===== src/rtl/reg_file_mp.sv =====
// Multi-port register file: NUM_RD combinational read ports, two write ports
// (B has priority over A on the same address), optional same-cycle bypass,
// hardwired-zero r0, SP preset, and a one-entry-per-cycle clear sequencer.
module reg_file_mp #(
    parameter int DATA_W   = 32,
    parameter int ADDR_W   = 5,
    parameter int NUM_REGS = 32,
    parameter int NUM_RD   = 2,
    parameter int ZERO_REG = 1,
    parameter int SP_IDX   = 29,
    parameter int SP_INIT  = 128,
    parameter int BYPASS   = 1
) (
    input  logic                     clk_i,
    input  logic                     rst_n,
    input  logic [NUM_RD*ADDR_W-1:0] rd_addr_i,
    output logic [NUM_RD*DATA_W-1:0] rd_data_o,
    input  logic                     wa_en_i,
    input  logic [ADDR_W-1:0]        wa_addr_i,
    input  logic [DATA_W-1:0]        wa_data_i,
    input  logic                     wb_en_i,
    input  logic [ADDR_W-1:0]        wb_addr_i,
    input  logic [DATA_W-1:0]        wb_data_i,
    input  logic                     clr_req_i,
    output logic                     clr_busy_o,
    output logic                     clr_done_o
);

    typedef enum logic [1:0] {S_IDLE, S_CLEAR, S_DONE} state_e;

    localparam logic [ADDR_W-1:0] LAST_IDX = ADDR_W'(NUM_REGS - 1);
    localparam logic [ADDR_W:0]   NUM_L    = (ADDR_W + 1)'(NUM_REGS);
    localparam logic [DATA_W-1:0] SP_VAL   = DATA_W'(SP_INIT);

    state_e              state_q, state_d;
    logic [ADDR_W-1:0]   idx_q, idx_d;
    logic                clearing;
    logic [NUM_REGS-1:0][DATA_W-1:0] mem;

    assign clearing   = (state_q == S_CLEAR);
    assign clr_busy_o = (state_q == S_CLEAR);
    assign clr_done_o = (state_q == S_DONE);

    // Clear sequencer state and index registers
    always_ff @(posedge clk_i or negedge rst_n) begin
        if (!rst_n) begin
            state_q <= S_IDLE;
            idx_q   <= '0;
        end else begin
            state_q <= state_d;
            idx_q   <= idx_d;
        end
    end

    // Clear sequencer next state: walk every entry once, then pulse done
    always_comb begin
        state_d = state_q;
        idx_d   = idx_q;
        case (state_q)
            S_IDLE: begin
                if (clr_req_i) begin
                    state_d = S_CLEAR;
                    idx_d   = '0;
                end
            end
            S_CLEAR: begin
                if (idx_q == LAST_IDX) begin
                    state_d = S_DONE;
                    idx_d   = '0;
                end else begin
                    idx_d = idx_q + 1'b1;
                end
            end
            S_DONE:  state_d = S_IDLE;
            default: state_d = S_IDLE;
        endcase
    end

    // Storage: one register per implemented entry; addresses beyond
    // NUM_REGS never match any entry, so such writes fall away naturally.
    for (genvar r = 0; r < NUM_REGS; r++) begin : g_reg
        localparam logic [ADDR_W-1:0] R_ADDR = ADDR_W'(r);
        localparam logic [DATA_W-1:0] R_INIT = (r == SP_IDX) ? SP_VAL : '0;
        localparam bit                R_WR   = !((ZERO_REG != 0) && (r == 0));

        logic [DATA_W-1:0] q_q, q_d;
        logic              we;

        // Entry update: clear overrides ports; B beats A on the same address
        always_comb begin
            we  = 1'b0;
            q_d = q_q;
            if (clearing) begin
                if (idx_q == R_ADDR) begin
                    we  = 1'b1;
                    q_d = R_INIT;
                end
            end else if (R_WR) begin
                if (wb_en_i && (wb_addr_i == R_ADDR)) begin
                    we  = 1'b1;
                    q_d = wb_data_i;
                end else if (wa_en_i && (wa_addr_i == R_ADDR)) begin
                    we  = 1'b1;
                    q_d = wa_data_i;
                end
            end
        end

        // Entry register with its own reset value
        always_ff @(posedge clk_i or negedge rst_n) begin
            if (!rst_n)  q_q <= R_INIT;
            else if (we) q_q <= q_d;
        end

        assign mem[r] = q_q;
    end

    // Read ports, each independent; bypass is suppressed while clearing
    for (genvar k = 0; k < NUM_RD; k++) begin : g_rd
        logic [ADDR_W-1:0] ra;
        logic [DATA_W-1:0] rd;

        assign ra = rd_addr_i[k*ADDR_W +: ADDR_W];

        // Read mux: range/zero check, then bypass, then stored value
        always_comb begin
            rd = '0;
            if (({1'b0, ra} < NUM_L) && !((ZERO_REG != 0) && (ra == '0))) begin
                rd = mem[ra];
                if ((BYPASS != 0) && !clearing) begin
                    if (wb_en_i && (wb_addr_i == ra))      rd = wb_data_i;
                    else if (wa_en_i && (wa_addr_i == ra)) rd = wa_data_i;
                end
            end
        end

        assign rd_data_o[k*DATA_W +: DATA_W] = rd;
    end

endmodule


===== config.mk =====
export PLATFORM = sky130hd
export DESIGN_NAME = reg_file_mp
export DESIGN_NICKNAME = d
export VERILOG_FILES = /design/src/rtl/reg_file_mp.sv
export SDC_FILE = /design/constraint.sdc
export NUM_CORES = 2
export LEC_CHECK = 0
export ABC_CLOCK_PERIOD_IN_PS = 2500
export CORE_MARGIN = 2
export CORE_UTILIZATION = 45
export DETAILED_ROUTE_END_ITERATION = 8
export GPL_ROUTABILITY_DRIVEN = 0
export HOLD_SLACK_MARGIN = 0.15
export PLACE_DENSITY = 0.61
export SYNTH_ARGS = -nofsm -noshare
export SYNTH_HDL_FRONTEND = slang
export SYNTH_SLANG_ARGS = --single-unit

===== constraint.sdc =====
create_clock -name clk_i -period 2.5 [get_ports clk_i]
set_input_delay 0.375 -clock clk_i [delete_from_list [all_inputs] [get_ports clk_i]]
set_output_delay 0.375 -clock clk_i [all_outputs]
set_load 0.05 [all_outputs]

==> results.py <==
metrics = {
    "layout": {
        "drive_above_1_share_pct": 24.9,
        "final_core_util_pct": 58.0,
        "fin_cells": 9434,
        "final_nets": 7485,
        "area_growth_pct": 27.9,
    },
    "die": {
        "rows": 141,
        "core_area_um2": 148000,
        "dieArea_um2": 152000,
        "start_util_pct": 45.3,
        "io_pins": 155,
        "die_h_um": 390,
        "chipWidth_um": 390,
    },
    "grt": {
        "grt_pass1_wl_um": 476000,
        "grt_usage_pct": 43.5,
        "grt_start_max_net_pins": 133,
        "grt_pass1_vias": 64400,
        "antenna_found_initial": 14,
        "grt-ovfl-total": 0,
    },
    "sta": {
        "relSlewSlack_pct": 34.1,
        "max_freq_ghz": 0.304,
        "finalSetupViolCount": 66,
        "fin_crit_ns": 3.29,
        "hold_violations": 0,
        "rsz0062_at_grt": "true",
        "fin_skew_ns": 0.0677,
        "slew_violations": 0,
        "fin_ws_ns": -0.792,
        "worstMarginPinSlew_ns": 0.989,
        "fin_crit_sh_pct": 132,
    },
    "critical_path": {
        "crit_type": "reg -> out",
        "rr_endpoint": "g_reg[10].q_q[0]$_DFFE_PN0P_",
        "rr_worst_depth": 11,
        "cp-start-kind": "flop",
        "regToRegSetupSlack_ns": 0.05,
        "path_max_fanout": 5,
        "worstPathArrival_ns": 2.92,
        "startpoint": "state_q[0]$_DFFE_PN0P_",
        "r2r-start": "state_q[0]$_DFFE_PN0P_",
        "end_kind": "primary output",
        "cp.required_ns": 2.12,
    },
    "synth": {
        "avgSynthCellArea_um2": 9.48,
        "synth_common_cells": "mux2i_1, nand2_1, dfrtp_1, clkbuf_1, o21ai_1",
        "synth_simple_gate_area_share_pct": 9.61,
        "synth_nets": 7154,
        "ys_seq_area_share_pct": 37.4,
        "yosys_warnings": 0,
        "synth_flop_cell": "dfrtp_1",
        "synthAdderAreaFrac_pct": 0.112,
        "yosys.area.top_type_share_pct": 37.3,
        "synth-seq-cells": 999,
        "synth-edff-count": 0,
        "synth_cell_types": 67,
        "synth_area_um2": 66900,
        "synth_compound_area_share_pct": 16.9,
        "synth-xor-area-share_pct": 0.262,
        "synthTopCellsByArea": "dfrtp_1, mux2i_1, mux4_2",
        "synth_cells": 7059,
        "synth_top_family_by_area": "multiplexers",
        "async_flop_share_pct": 100,
        "synth_most_common_cell": "mux2i_1",
        "synthMuxAreaShare_pct": 30.2,
        "netlist.top_cell.by_area": "dfrtp_1",
    },
    "clock_tree": {
        "clkLatencyLatePin_ns": 0.80,
        "clk_pin_slew_ns": 0.07,
        "cts-root-buf": "clkbuf_16",
        "cts_buffer_depth": 3,
        "numCtsBuffers": 115,
        "cts_tree": "built",
        "htreeDepth": 3,
        "clkSinkCount": 999,
    },
    "detailed_routing": {
        "wirelength_um": 339000,
        "drtIter0Drc": 10300,
        "num_vias": 66700,
        "via_per_inst": 7.07,
        "first_pass_iters": 7,
        "wl_per_cell_um": 36.0,
        "drc": 0,
        "antenna_left": 0,
    },
    "hold_path": {
        "worstHoldPathType": "in -> async",
    },
    "place": {
        "place_hpwl_um": 225000,
        "dpl.cell_count": 9162,
        "numPortBuffers": 154,
        "post-place-ws_ns": -0.904,
    },
    "power": {
        "clkPwrFrac_pct": 26.6,
        "pwr-share-seq_pct": 37.8,
        "p_switching_mw": 25.5,
        "power_density_nw_per_um2": 789,
        "p_leak_nw": 34.6,
        "total_power_mw": 67.5,
        "p_comb_share_pct": 35.7,
        "peakVddDrop_mv": 0.628,
        "p_sw_share_pct": 37.7,
        "intPower_mw": 42.1,
    },
    "run_status": {
        "violations": "negative setup slack",
        "status": "finished, violations left",
    },
    "job": {
        "drv_cap": 0,
    },
}
[final cells by class]
| cell class | count | area (um^2) |
|---|---|---|
| fill | 12300 | 62000 |
| multi-input combinational | 5159 | 40900 |
| tap | 1930 | 2410 |
| clock buffer | 170 | 3420 |
| inverter | 9 | 42.5 |
| clock inverter | 40 | 493 |
| antenna | 21 | 52.6 |
| timing repair buffer | 1106 | 13400 |
| sequential | 999 | 25000 |
[power groups by stage]
stage / clock (mW) / sequential (mW) / combinational, mW
finish: 18.0 / 25.5 / 24.1
global route: 18.5 / 26.1 / 25.3
CTS: 17.9 / 25.3 / 23.2
detailed placement: 0 / 25.5 / 22.6
global placement: 0 / 25.2 / 22.2
floorplan: 0 / 24.2 / 14.2
[flip-flops by register name (all words and copies together) (netlist names)]
name     count
idx_q        5
g.q_q      992
state_q      2
[cells in the final DEF (no fill, tap or decap), types with 21 or more instances in the layout]
cell             netlist  final
nand2_1             1158   1153
dfrtp_1              998    998
mux2_2               156    156
buf_12                 0    356
a22oi_2                0     22
clkbuf_16              0    118
o21ai_2                6     38
clkbuf_1             562     23
clkbuf_8               0     33
o21ai_0              139     91
buf_4                  9    630
o31ai_1              451    451
o21ai_1              522    516
a22oi_1               63     41
o221ai_1              36     36
a21boi_4               0     22
o21ai_4                0     22
mux4_2               194    194
o2111ai_1             31     31
o2bb2ai_1             64     64
o22ai_1              123    123
a31oi_4                0     32
a21oi_4                0     33
diode_2                0     21
a21oi_1              224    179
clkdlybuf4s50_1        0     75
nand3_1               74     60
nor2_1               254    249
mux2i_1             1408   1408
nor3_4                 5     23
a22o_1                32     32
a221oi_4               0     30
[critical path, cell delays in order (launching register included)]
cell       delay (ns)
dfrtp_1          0.41
nand2b_4         0.16
nand4_1          0.16
buf_4            0.19
nor3_4           0.18
buf_8            0.16
buf_12           0.15
clkbuf_16        0.20
a22oi_1          0.11
a31oi_4          0.24
buf_12           0.16
[through the flow]
| stage | cell area (um^2) | hold slack (ns) | TNS, ns |
|---|---|---|---|
| 3_5_place_dp | 80200 | 0.272 | -438.80 |
| 2_1_floorplan | 68300 | 0.0794 | -0.450 |
| 6_report | 85600 | 0.377 | -42.79 |
| 4_1_cts | 85200 | 0.343 | -38.92 |
| 5_1_grt | 85600 | 0.398 | -42.59 |
| 3_3_place_gp | 80200 | 0.271 | -433.42 |
[cell families after synthesis]
| family | count (synthesis) |
|---|---|
| AOI/OAI and AO/OA | 1791 |
| DFF | 999 |
| and+or+nand+nor | 1583 |
| buffers and inverters | 901 |
| muxes | 1759 |
| adders and majority gates | 6 |
| xor gates and xnor gates | 20 |
[worst max path at each step]
stage | endpoint | slack [ns]
after floorplan | rd_data_o[2] | -0.03
after global placement | rd_data_o[27] | -0.93
after detailed placement | rd_data_o[24] | -0.90
after CTS | rd_data_o[63] | -0.73
after global routing | rd_data_o[51] | -0.79
final | rd_data_o[52] | -0.79
[per-layer routing]
metal / wire [um] / GRT usage, % / up-vias
li1: - / - / 26400
met1: 123000 / 56.0 / 32900
met2: 132000 / 58.1 / 5762
met3: 55000 / 19.3 / 1530
met4: 28000 / 29.6 / 19
met5: 578 / 0.351 / -
[repair_timing]
action,4_1_cts,5_1_grt
hold endpoints to repair,827,0
gates cloned,9,3
hold buffers,2,0
gates resized for setup,145,69
setup buffers,22,10
endpoints found under the setup margin,65,93
pin swaps,69,40
Note: power is estimated with default switching activity, not from simulation.
